===== src/rtl/perceptron_scorer_if.sv =====
// Scorer bus: classifier sample inputs, clear/enable and readout.
// master drives samples and sel; slave is the scorer.
interface perceptron_scorer_if #(
  parameter int CNT_W = 8
);
  logic             ena;
  logic             sample_stb;
  logic             pred;
  logic             label;
  logic             clear;
  logic [1:0]       sel;
  logic [CNT_W-1:0] count_out;
  logic             batch_done;
  logic             pass;

  modport master (
    output ena, sample_stb, pred, label, clear, sel,
    input  count_out, batch_done, pass
  );

  modport slave (
    input  ena, sample_stb, pred, label, clear, sel,
    output count_out, batch_done, pass
  );
endinterface


===== src/rtl/perceptron_scorer.sv =====
// Confusion-matrix scorer: syncs async sample_stb, counts TP/TN/FP/FN
// per batch, flags batch_done and pass. Ports: clk, rst_n, bus (slave).
module perceptron_scorer #(
  parameter int CNT_W            = 8,
  parameter int BATCH            = 16,
  parameter int PASS_MIN_CORRECT = 12,
  parameter int SYNC_STAGES      = 2
) (
  input  logic                clk,
  input  logic                rst_n,
  perceptron_scorer_if.slave  bus
);
  localparam int TOT_W = $clog2(BATCH + 1);
  localparam logic [TOT_W-1:0] BATCH_V = TOT_W'(BATCH);
  localparam logic [CNT_W:0]   PASS_V  = (CNT_W+1)'(PASS_MIN_CORRECT);

  typedef enum logic [1:0] {
    IDLE  = 2'd0,
    ACCUM = 2'd1,
    DONE  = 2'd2
  } state_t;

  logic [SYNC_STAGES-1:0] sync_q, sync_d;
  logic                   dly_q, dly_d;
  logic [CNT_W-1:0]       tp_q, tn_q, fp_q, fn_q;
  logic [CNT_W-1:0]       tp_d, tn_d, fp_d, fn_d;
  logic [TOT_W-1:0]       tot_q, tot_d;
  state_t                 state_q, state_d;
  logic                   pass_q, pass_d;
  logic                   done_q, done_d;
  logic                   stb_pulse;
  logic                   accept;
  logic [CNT_W:0]         correct;

  function automatic logic [CNT_W-1:0] sat_inc(
    input logic [CNT_W-1:0] v
  );
    return (&v) ? v : v + 1'b1;
  endfunction

  // Edge detect runs off the synchronized strobe, independent of ena.
  assign stb_pulse = sync_q[SYNC_STAGES-1] & ~dly_q;
  assign accept = stb_pulse & bus.ena & ~bus.clear
                & (state_q != DONE);

  always_comb begin
    sync_d  = {sync_q[SYNC_STAGES-2:0], bus.sample_stb};
    dly_d   = sync_q[SYNC_STAGES-1];
    tp_d    = tp_q;
    tn_d    = tn_q;
    fp_d    = fp_q;
    fn_d    = fn_q;
    tot_d   = tot_q;
    state_d = state_q;
    pass_d  = pass_q;
    if (bus.ena && bus.clear) begin
      tp_d    = '0;
      tn_d    = '0;
      fp_d    = '0;
      fn_d    = '0;
      tot_d   = '0;
      state_d = IDLE;
      pass_d  = 1'b0;
    end else if (accept) begin
      unique case (1'b1)
        bus.pred & bus.label:   tp_d = sat_inc(tp_q);
        ~bus.pred & ~bus.label: tn_d = sat_inc(tn_q);
        bus.pred & ~bus.label:  fp_d = sat_inc(fp_q);
        default:                fn_d = sat_inc(fn_q);
      endcase
      tot_d = tot_q + 1'b1;
      if (tot_d == BATCH_V) begin
        state_d = DONE;
        pass_d  = correct >= PASS_V;
      end else begin
        state_d = ACCUM;
      end
    end
    done_d = (state_d == DONE);
  end

  // Includes the sample being accepted this cycle.
  assign correct = {1'b0, tp_d} + {1'b0, tn_d};

  always_ff @(posedge clk or negedge rst_n) begin
    if (!rst_n) begin
      sync_q  <= '0;
      dly_q   <= 1'b0;
      tp_q    <= '0;
      tn_q    <= '0;
      fp_q    <= '0;
      fn_q    <= '0;
      tot_q   <= '0;
      state_q <= IDLE;
      pass_q  <= 1'b0;
      done_q  <= 1'b0;
    end else begin
      sync_q  <= sync_d;
      dly_q   <= dly_d;
      tp_q    <= tp_d;
      tn_q    <= tn_d;
      fp_q    <= fp_d;
      fn_q    <= fn_d;
      tot_q   <= tot_d;
      state_q <= state_d;
      pass_q  <= pass_d;
      done_q  <= done_d;
    end
  end

  always_comb begin
    unique case (bus.sel)
      2'b00:   bus.count_out = tp_q;
      2'b01:   bus.count_out = tn_q;
      2'b10:   bus.count_out = fp_q;
      default: bus.count_out = fn_q;
    endcase
  end

  assign bus.batch_done = done_q;
  assign bus.pass       = pass_q;
endmodule


===== src/flat_wrapper.sv =====
// flat-port wrapper written by rule: the top's interface ports become plain ports
module perceptron_scorer_flat 
#(
  parameter int CNT_W            = 8,
  parameter int BATCH            = 16,
  parameter int PASS_MIN_CORRECT = 12,
  parameter int SYNC_STAGES      = 2
)
  (clk, rst_n, bus_ena, bus_sample_stb, bus_pred, bus_label, bus_clear, bus_sel, bus_count_out, bus_batch_done, bus_pass);
  perceptron_scorer_if #(.CNT_W(CNT_W)) bus_i ();
  input  logic clk;
  input  logic rst_n;
  input wire logic [$bits(bus_i.ena)-1:0] bus_ena;
  input wire logic [$bits(bus_i.sample_stb)-1:0] bus_sample_stb;
  input wire logic [$bits(bus_i.pred)-1:0] bus_pred;
  input wire logic [$bits(bus_i.label)-1:0] bus_label;
  input wire logic [$bits(bus_i.clear)-1:0] bus_clear;
  input wire logic [$bits(bus_i.sel)-1:0] bus_sel;
  output wire logic [$bits(bus_i.count_out)-1:0] bus_count_out;
  output wire logic [$bits(bus_i.batch_done)-1:0] bus_batch_done;
  output wire logic [$bits(bus_i.pass)-1:0] bus_pass;
  assign bus_i.ena = bus_ena;
  assign bus_i.sample_stb = bus_sample_stb;
  assign bus_i.pred = bus_pred;
  assign bus_i.label = bus_label;
  assign bus_i.clear = bus_clear;
  assign bus_i.sel = bus_sel;
  assign bus_count_out = bus_i.count_out;
  assign bus_batch_done = bus_i.batch_done;
  assign bus_pass = bus_i.pass;
  perceptron_scorer #(.CNT_W(CNT_W), .BATCH(BATCH), .PASS_MIN_CORRECT(PASS_MIN_CORRECT), .SYNC_STAGES(SYNC_STAGES)) u_core (.clk(clk), .rst_n(rst_n), .bus(bus_i));
endmodule

===== config.mk =====
export PLATFORM = sky130hd
export DESIGN_NAME = perceptron_scorer_flat
export DESIGN_NICKNAME = d
export VERILOG_FILES = /design/src/rtl/perceptron_scorer_if.sv /design/src/rtl/perceptron_scorer.sv /design/src/flat_wrapper.sv
export SDC_FILE = /design/constraint.sdc
export NUM_CORES = 1
export LEC_CHECK = 0
export CORE_ASPECT_RATIO = 1.5
export CORE_MARGIN = 10
export CORE_UTILIZATION = 55
export CTS_BUF_LIST = sky130_fd_sc_hd__clkbuf_8
export CTS_CLUSTER_DIAMETER = 200
export CTS_CLUSTER_SIZE = 20
export DETAILED_ROUTE_END_ITERATION = 8
export PLACE_DENSITY = 0.86
export SYNTH_ARGS = -nofsm -noshare
export SYNTH_HDL_FRONTEND = slang
export SYNTH_SLANG_ARGS = --single-unit

===== constraint.sdc =====
create_clock -name clk -period 3.1 [get_ports clk]
set_input_delay 0.31 -clock clk [delete_from_list [all_inputs] [get_ports clk]]
set_output_delay 0.31 -clock clk [all_outputs]
set_load 0.02 [all_outputs]

==> results.md, run 1 <==
* **outcome** finished, final reports clean
* **first-pass GRT wire length** 11.1 mm
* **final routed DRC violation total** 0
* **PortBufs** 18
* **detailed placer's ending HPWL** 5.02 mm
* **Worst Slack Setup Final** 0.0970 ns
* **total number of nets in the final design** 347
* **Mapped Avg Cell Area** 9.84 sq um
* **sequential cell area fraction in the yosys report** 0.399
* **share of final-layout standard cells stronger than drive strength 1** 0.231
* **endpoint of the worst register-to-register path** u_core.bus.pass
* **top cell family by delay on the critical path** simple AND/OR/NAND/NOR gates
* **cell-by-cell listing of the critical path** clkdlybuf4s50_1 > and4bb_4 > nand4_4 > or3_4 > a211oi_2 > a21oi_2 > ha_1 > o31ai_2 > nand4_1 > nor4_2 > a31oi_1
* **DRC violation total after the first TritonRoute iteration** 281
* **Post-synth EDFFs** 0
* **CP max-delay cell** sky130_fd_sc_hd__clkdlybuf4s50_1
* **Starting Density** 0.569
* **leakage power total** 1.39 nW
* **clock-pin slew of the registers on the worst-case setup and hold paths** 0.08 ns
* **PD cells** 309 mW/mm^2
* **area added between synthesis and finish** 24.7%
* **start of the worst register-to-register path** u_core.state_q[0]
* **detail-routed net length per standard cell** 17.9 microns
* **number of violations of the max-capacitance limit** 0
* **minimum setup slack after placement** -0.271 ns
* **kind of launch point of the worst setup path** primary input
* **Max Transition Viols Final** 0
* **number of clock sinks** 44
* **Relative slew margins** 0.360
* **total global routing overflow** 0
* **Core Box Area** 0.00485 sq mm
* **die height** 107 microns
* **count of final setup violators** 0
* **endpoint type of the worst setup path** register
* **shortest period the worst path allows** 3.00 ns
* **number of cells produced by synthesis** 280
* **Mapped Area** 0.00276 sq mm
* **width of the chip** 77.8 microns
* **Initial DRT Pass Iterations** 4
* **largest net degree at the start of global routing** 45
* **routed via count divided by cell count** 6.12
* **Std-Cell Rows** 31
* **antenna violations before repair** 0
* **leading register cell type out of synthesis** sky130_fd_sc_hd__dfrtp_1
* **Unique masters post-synth** 47
* **placed cell areas** 0.00314 sq mm
* **Clock H-tree levels** 2
* **Register-to-Register Setup Slack** 0.14 ns
* **# hold bufs at CTS** 0
* **register bit total from synthesis** 44
* **critical path fanouts, max** 8
* **start-to-end type of the worst setup path** primary input to register
* **total number of vias** 2,393
* **total routing resource utilization after global routing** 0.163
* **clock buffer count from CTS** 5
* **vias in the first global route** 2,436
* **final instance area** 0.00344 sq mm
* **number of diodes added for antenna fixing** 0
* **final worst-path cycle share** 0.969
* **actual transition at the worst max-transition pin** 0.960 ns
* **Hold Path Class** primary input to asynchronous set/reset pin
* **final core occ** 0.709
* **warnings from Yosys** 0
* **Synthesized Nets** 303
* **post-detailed-route count of antenna-violating nets** 0
* **Reg2Reg Depth** 10
* **DRT Wirelength** 7.00 mm
* **count of buffering cells on the critical path with inverters included** 1
* **FILL cells** 341
* **Pwr Total** 1.06 mW
* **post-route clock skew** 0.00939 ns
* **TritonCTS clock tree** built
* **source-to-sink clock delay at the later pin of the worst-skew pair** 0.30 ns
* **Final Hold Viols** 0
* **Async S/R FF share, synth** 1.00
* **VDD IR-drop max** 0.265 mV
* **root cell of the clock tree** sky130_fd_sc_hd__clkbuf_8
* **crit path DAT** 3.18 ns
* **maximum count of clock buffers along a single path** 2
* **max frequency** 333 MHz
* **required time worst endpoint** 3.27 ns
* **die area** 0.00830 sq mm
* **worst stage delay on the critical path** 0.48 ns
* **routability congestion estimate from global placement** 0.918
* **top-level port count** 19
## worst reg2reg max path, cell delays in order, from the launching register on
cell,delay [ns]
sky130_fd_sc_hd__dfrtp_1,0.35
sky130_fd_sc_hd__nand2b_1,0.34
sky130_fd_sc_hd__nand4_4,0.24
sky130_fd_sc_hd__or3_4,0.45
sky130_fd_sc_hd__a211oi_2,0.24
sky130_fd_sc_hd__a21oi_2,0.07
sky130_fd_sc_hd__ha_1,0.37
sky130_fd_sc_hd__o31ai_2,0.27
sky130_fd_sc_hd__nand4_1,0.15
sky130_fd_sc_hd__nor4_2,0.26
sky130_fd_sc_hd__a31oi_1,0.11
## logic make-up (layout without fill, tap and decap cells)
logic type      after synthesis  in the layout  share of synthesized area
flops                        44             44                      0.399
fa+ha+maj                    14             14                     0.0663
compound gates               33             33                     0.0754
buf+inv                      14             59                     0.0200
mux                          17             17                     0.0980
simple gates                135            135                      0.268
xor+xnor                     23             23                     0.0731
## Yosys cell counts, types with 3 or more instances
library cell / n / area share
sky130_fd_sc_hd__dfrtp_1: 44 / 0.40
sky130_fd_sc_hd__nor2_1: 34 / 0.046
sky130_fd_sc_hd__nand2_1: 33 / 0.045
sky130_fd_sc_hd__xnor2_1: 19 / 0.060
sky130_fd_sc_hd__nor3_1: 14 / 0.025
sky130_fd_sc_hd__ha_1: 13 / 0.059
sky130_fd_sc_hd__a21oi_1: 10 / 0.018
sky130_fd_sc_hd__mux2i_1: 9 / 0.033
sky130_fd_sc_hd__nand3_1: 9 / 0.016
sky130_fd_sc_hd__nand4_1: 9 / 0.020
sky130_fd_sc_hd__mux4_2: 8 / 0.065
sky130_fd_sc_hd__o21ai_0: 8 / 0.015
sky130_fd_sc_hd__nor4_1: 7 / 0.016
sky130_fd_sc_hd__inv_1: 6 / 0.0082
sky130_fd_sc_hd__a211oi_1: 4 / 0.011
sky130_fd_sc_hd__clkbuf_1: 4 / 0.0054
sky130_fd_sc_hd__nand2b_1: 4 / 0.0091
sky130_fd_sc_hd__nor3b_1: 4 / 0.011
sky130_fd_sc_hd__xor2_1: 4 / 0.013
sky130_fd_sc_hd__a31oi_1: 3 / 0.0068
sky130_fd_sc_hd__nor4b_1: 3 / 0.0095
## cells in the final DEF, fill, tap and decap left out, drive strengths merged, types with 3 or more instances in the layout
cell type / synthesis / routed
a211oi: 4 / 4
a21oi: 10 / 10
a31oi: 3 / 3
buf: 4 / 28
clkbuf: 4 / 6
clkdlybuf4s50: 0 / 16
dfrtp: 44 / 44
ha: 13 / 13
inv: 6 / 7
mux2i: 9 / 9
mux4: 8 / 8
nand2: 33 / 33
nand2b: 4 / 4
nand3: 9 / 9
nand4: 10 / 10
nand4b: 3 / 3
nor2: 34 / 34
nor3: 14 / 14
nor3b: 4 / 4
nor4: 8 / 8
nor4b: 4 / 4
o21ai: 8 / 8
or2: 4 / 4
xnor2: 19 / 19
xor2: 4 / 4
## worst max-delay path by stage
stage | start | to | cells past startpoint
5_1_grt | bus_ena | u_core.bus.pass | 15
2_1_floorplan | u_core.dly_q | u_core.bus.pass | 14
4_1_cts | bus_clear | u_core.bus.pass | 13
3_3_place_gp | bus_clear | u_core.bus.pass | 13
3_5_place_dp | bus_clear | u_core.bus.pass | 13
6_report | bus_ena | u_core.bus.pass | 11
## metal layers
metal,global-route usage,share of wire,vias up
met3,0.0360,0.044,35
met4,0.0851,0.055,0
li1,-,-,1109
met2,0.297,0.54,72
met5,0,0,-
met1,0.168,0.36,1177
## registers in the layout (all words and copies together), names as in the netlist
name,cells
u_core.state_q,2
u_core.tn_q,8
u_core.tp_q,8
u_core.bus.batch_done,1
u_core.dly_q,1
u_core.tot_q,5
u_core.fn_q,8
u_core.fp_q,8
u_core.bus.pass,1
u_core.sync_q,2
## metrics by stage
step	std cells	TNS [ns]	hold WS [ns]
2_1_floorplan	280	0	0.0144
3_3_place_gp	376	-0.140	0.332
3_5_place_dp	376	-0.271	0.335
4_1_cts	384	0	0.195
5_1_grt	391	-0.0566	0.236
6_report	391	0	0.164
## final cells by class
class	count	area, sq um	area share
multi-input cells	222	1750	0.508
flip-flops and latches	44	1100	0.320
repair buffers	45	393	0.114
clock buffers	6	82.6	0.0240
well taps	66	82.6	0.0240
inverters	6	22.5	0.00655
clock inverters	2	11.3	0.00328
## repair_timing
| item | CTS | global route |
|---|---|---|
| resized for setup | 0 | 30 |
| setup buffers | 0 | 7 |
| endpoints found under the setup margin | 0 | 1 |
## where the power goes
part | leakage [nW] | internal [mW] | total [mW] | switching (mW)
clock | 0.0486 | 0.178 | 0.372 | 0.194
combinational | 0.732 | 0.0441 | 0.100 | 0.0561
sequential | 0.605 | 0.583 | 0.591 | 0.00815
total | 1.39 | 0.805 | 1.06 | 0.258
(Power assumes the default switching activity.)
==> run 2: changes to the inputs <==
--- a/config.mk
+++ b/config.mk
@@ -5,6 +5,7 @@
 export SDC_FILE = /design/constraint.sdc
 export NUM_CORES = 1
 export LEC_CHECK = 0
+export ABC_CLOCK_PERIOD_IN_PS = 3100
 export CORE_ASPECT_RATIO = 1.5
 export CORE_MARGIN = 10
 export CORE_UTILIZATION = 55
@@ -12,7 +13,7 @@
 export CTS_CLUSTER_DIAMETER = 200
 export CTS_CLUSTER_SIZE = 20
 export DETAILED_ROUTE_END_ITERATION = 8
-export PLACE_DENSITY = 0.86
+export PLACE_DENSITY = 0.75
 export SYNTH_ARGS = -nofsm -noshare
 export SYNTH_HDL_FRONTEND = slang
 export SYNTH_SLANG_ARGS = --single-unit
==> results.md, run 2 (synthesis results as in run 1) <==
* **outcome** finished, final reports clean, unchanged
* **vias in the first global route** 2,341, was 2,436
* **total routing resource utilization after global routing** 0.165, was 0.163
* **final worst-path cycle share** 0.948, was 0.969
* **start-to-end type of the worst setup path** primary input to register, unchanged
* **PD cells** 303 mW/mm^2, was 309 mW/mm^2
* **source-to-sink clock delay at the later pin of the worst-skew pair** 0.30 ns, about the same
* **Core Box Area** 0.00485 sq mm, unchanged
* **top cell family by delay on the critical path** simple AND/OR/NAND/NOR gates, unchanged
* **worst stage delay on the critical path** 0.48 ns, about the same
* **post-route clock skew** 0.00854 ns, was 0.00939 ns
* **PortBufs** 18, unchanged
* **# hold bufs at CTS** 0, unchanged
* **unrepaired setup endpoints after global routing** false
* **FILL cells** 366, was 341
* **Std-Cell Rows** 31, unchanged
* **number of placed instances, taps included** 379, was 376
* **post-route met1 wirelength** 2.57 mm, was 2.51 mm
* **max frequency** 340 MHz, was 333 MHz
* **top layer reached by signal wires** met4, unchanged
* **shortest period the worst path allows** 2.94 ns, was 3.00 ns
* **root cell of the clock tree** sky130_fd_sc_hd__clkbuf_8, unchanged
* **Worst Slack Setup Final** 0.163 ns, was 0.0970 ns
* **leakage power total** 1.39 nW, about the same
* **Pwr Total** 1.04 mW, was 1.06 mW
* **post-detailed-route count of antenna-violating nets** 0, unchanged
* **actual transition at the worst max-transition pin** 0.989 ns, was 0.960 ns
* **critical path fanouts, max** 7, was 8
* **most common cell after layout, fill and taps aside** sky130_fd_sc_hd__dfrtp_1, unchanged
* **minimum setup slack after placement** -0.261 ns, was -0.271 ns
* **Hold Path Class** primary input to asynchronous set/reset pin, unchanged
* **largest net degree at the start of global routing** 45, unchanged
* **top-level port count** 19, unchanged
* **total global routing overflow** 0, unchanged
* **count of final setup violators** 0, unchanged
* **number of violations of the max-capacitance limit** 0, unchanged
* **commonest cells after routing, fill and taps aside** sky130_fd_sc_hd__dfrtp_1, sky130_fd_sc_hd__nor2_1, sky130_fd_sc_hd__nand2_1, was sky130_fd_sc_hd__dfrtp_1, sky130_fd_sc_hd__nand2_1, sky130_fd_sc_hd__nor2_1
* **number of diodes added for antenna fixing** 0, unchanged
* **number of clock sinks** 44, unchanged
* **area of the multi-input gates** 0.00174 sq mm, was 0.00175 sq mm
* **VDD IR-drop max** 0.227 mV, was 0.265 mV
* **total number of nets in the final design** 348, was 347
* **clock-pin slew of the registers on the worst-case setup and hold paths** 0.09 ns, was 0.08 ns
* **DRT Wirelength** 6.83 mm, was 7.00 mm
* **kind of launch point of the worst setup path** primary input, unchanged
* **detail-routed net length per standard cell** 17.5 microns, was 17.9 microns
* **endpoint type of the worst setup path** register, unchanged
* **detailed placer's ending HPWL** 5.15 mm, was 5.02 mm
* **total number of vias** 2,351, was 2,393
* **final routed DRC violation total** 0, unchanged
* **DRC violation total after the first TritonRoute iteration** 192, was 281
* **Final Non-Filler Cells** 391, unchanged
* **detailed-routed wire length on met3** 362 microns, was 306 microns
* **required time worst endpoint** 3.28 ns, was 3.27 ns
* **CP max-delay cell** sky130_fd_sc_hd__clkdlybuf4s50_1, unchanged
* **clock buffer count from CTS** 5, unchanged
* **final instance area** 0.00343 sq mm, was 0.00344 sq mm
* **share of final-layout standard cells stronger than drive strength 1** 0.222, was 0.231
* **cell-by-cell listing of the critical path** clkdlybuf4s50_1 > and4bb_4 > nand4_4 > or3_4 > a211oi_4 > a21oi_2 > ha_1 > a211oi_1 > nand4_1 > nor4_2 > a31oi_1, was clkdlybuf4s50_1 > and4bb_4 > nand4_4 > or3_4 > a211oi_2 > a21oi_2 > ha_1 > o31ai_2 > nand4_1 > nor4_2 > a31oi_1
* **Clock H-tree levels** 2, unchanged
* **antenna violations before repair** 0, unchanged
* **placed cell areas** 0.00317 sq mm, was 0.00314 sq mm
* **Register-to-Register Setup Slack** 0.18 ns, was 0.14 ns
* **routability congestion estimate from global placement** 0.919, was 0.918
* **Starting Density** 0.569, unchanged
* **routed wire length on met2** 3.61 mm, was 3.79 mm
* **die height** 107 microns, unchanged
* **width of the chip** 77.8 microns, unchanged
* **Initial DRT Pass Iterations** 4, unchanged
* **worst hold margin** 0.161 ns, was 0.164 ns
* **Final Hold Viols** 0, unchanged
* **area occupied by registers** 0.00110 sq mm, unchanged
* **die area** 0.00830 sq mm, unchanged
* **TritonCTS clock tree** built, unchanged
* **first-pass GRT wire length** 11.2 mm, was 11.1 mm
* **count of buffering cells on the critical path with inverters included** 1, unchanged
* **area added between synthesis and finish** 24.6%, was 24.7%
* **Max Transition Viols Final** 0, unchanged
* **Relative slew margins** 0.341, was 0.360
* **maximum count of clock buffers along a single path** 2, unchanged
* **crit path DAT** 3.11 ns, was 3.18 ns
* **routed via count divided by cell count** 6.01, was 6.12
## run 2: cell count changes in the layout (fill, tap and decap cells not counted), sizes merged
cell | previous run | this run
clkinv | 0 | 1
inv | 7 | 6
buf | 28 | 29
clkbuf | 6 | 5
## run 2: repair_timing
action                     4_1_cts  5_1_grt
gates resized for setup          0       27
setup endpoints to repair        0        1
setup buffers                    0        5
## run 2: layout make-up
class                      count  share of cell area
multi-input combinational    222               0.507
clock buffer                   5              0.0200
timing repair buffer          46               0.118
tap                           66              0.0241
sequential                    44               0.321
clock inverter                 2             0.00364
inverter                       6             0.00656
## run 2: worst paths after layout
| path | from | to | depth (start not counted) |
|---|---|---|---|
| setup / recovery | bus_ena | u_core.bus.pass | 11 |
| hold / removal | rst_n | u_core.fn_q[3] | 1 |
| setup reg to reg | u_core.tp_q[0] | u_core.bus.pass | 14 |
| hold reg to reg | u_core.sync_q[0] | u_core.sync_q[1] | 0 |
| max in group asynchronous | rst_n | u_core.tn_q[5] | 1 |
| min in group clk | u_core.sync_q[0] | u_core.sync_q[1] | 0 |
## run 2: metrics by stage
step,setup TNS [ns],util
2_1_floorplan,0,-
3_3_place_gp,-0.177,0.653
3_5_place_dp,-0.261,0.653
4_1_cts,0,0.670
5_1_grt,0,0.708
6_report,0,0.708
## run 2: routing by layer
| metal | GRT usage | vias to the layer above |
|---|---|---|
| met5 | 0 | - |
| met3 | 0.0385 | 29 |
| met2 | 0.301 | 89 |
| met1 | 0.175 | 1132 |
| met4 | 0.0759 | 0 |
| li1 | - | 1101 |
## run 2: power by group
part / internal, mW / total, mW / switching (mW)
logic: 0.0444 / 0.0994 / 0.0550
registers: 0.583 / 0.591 / 0.00798
clock network: 0.153 / 0.349 / 0.197
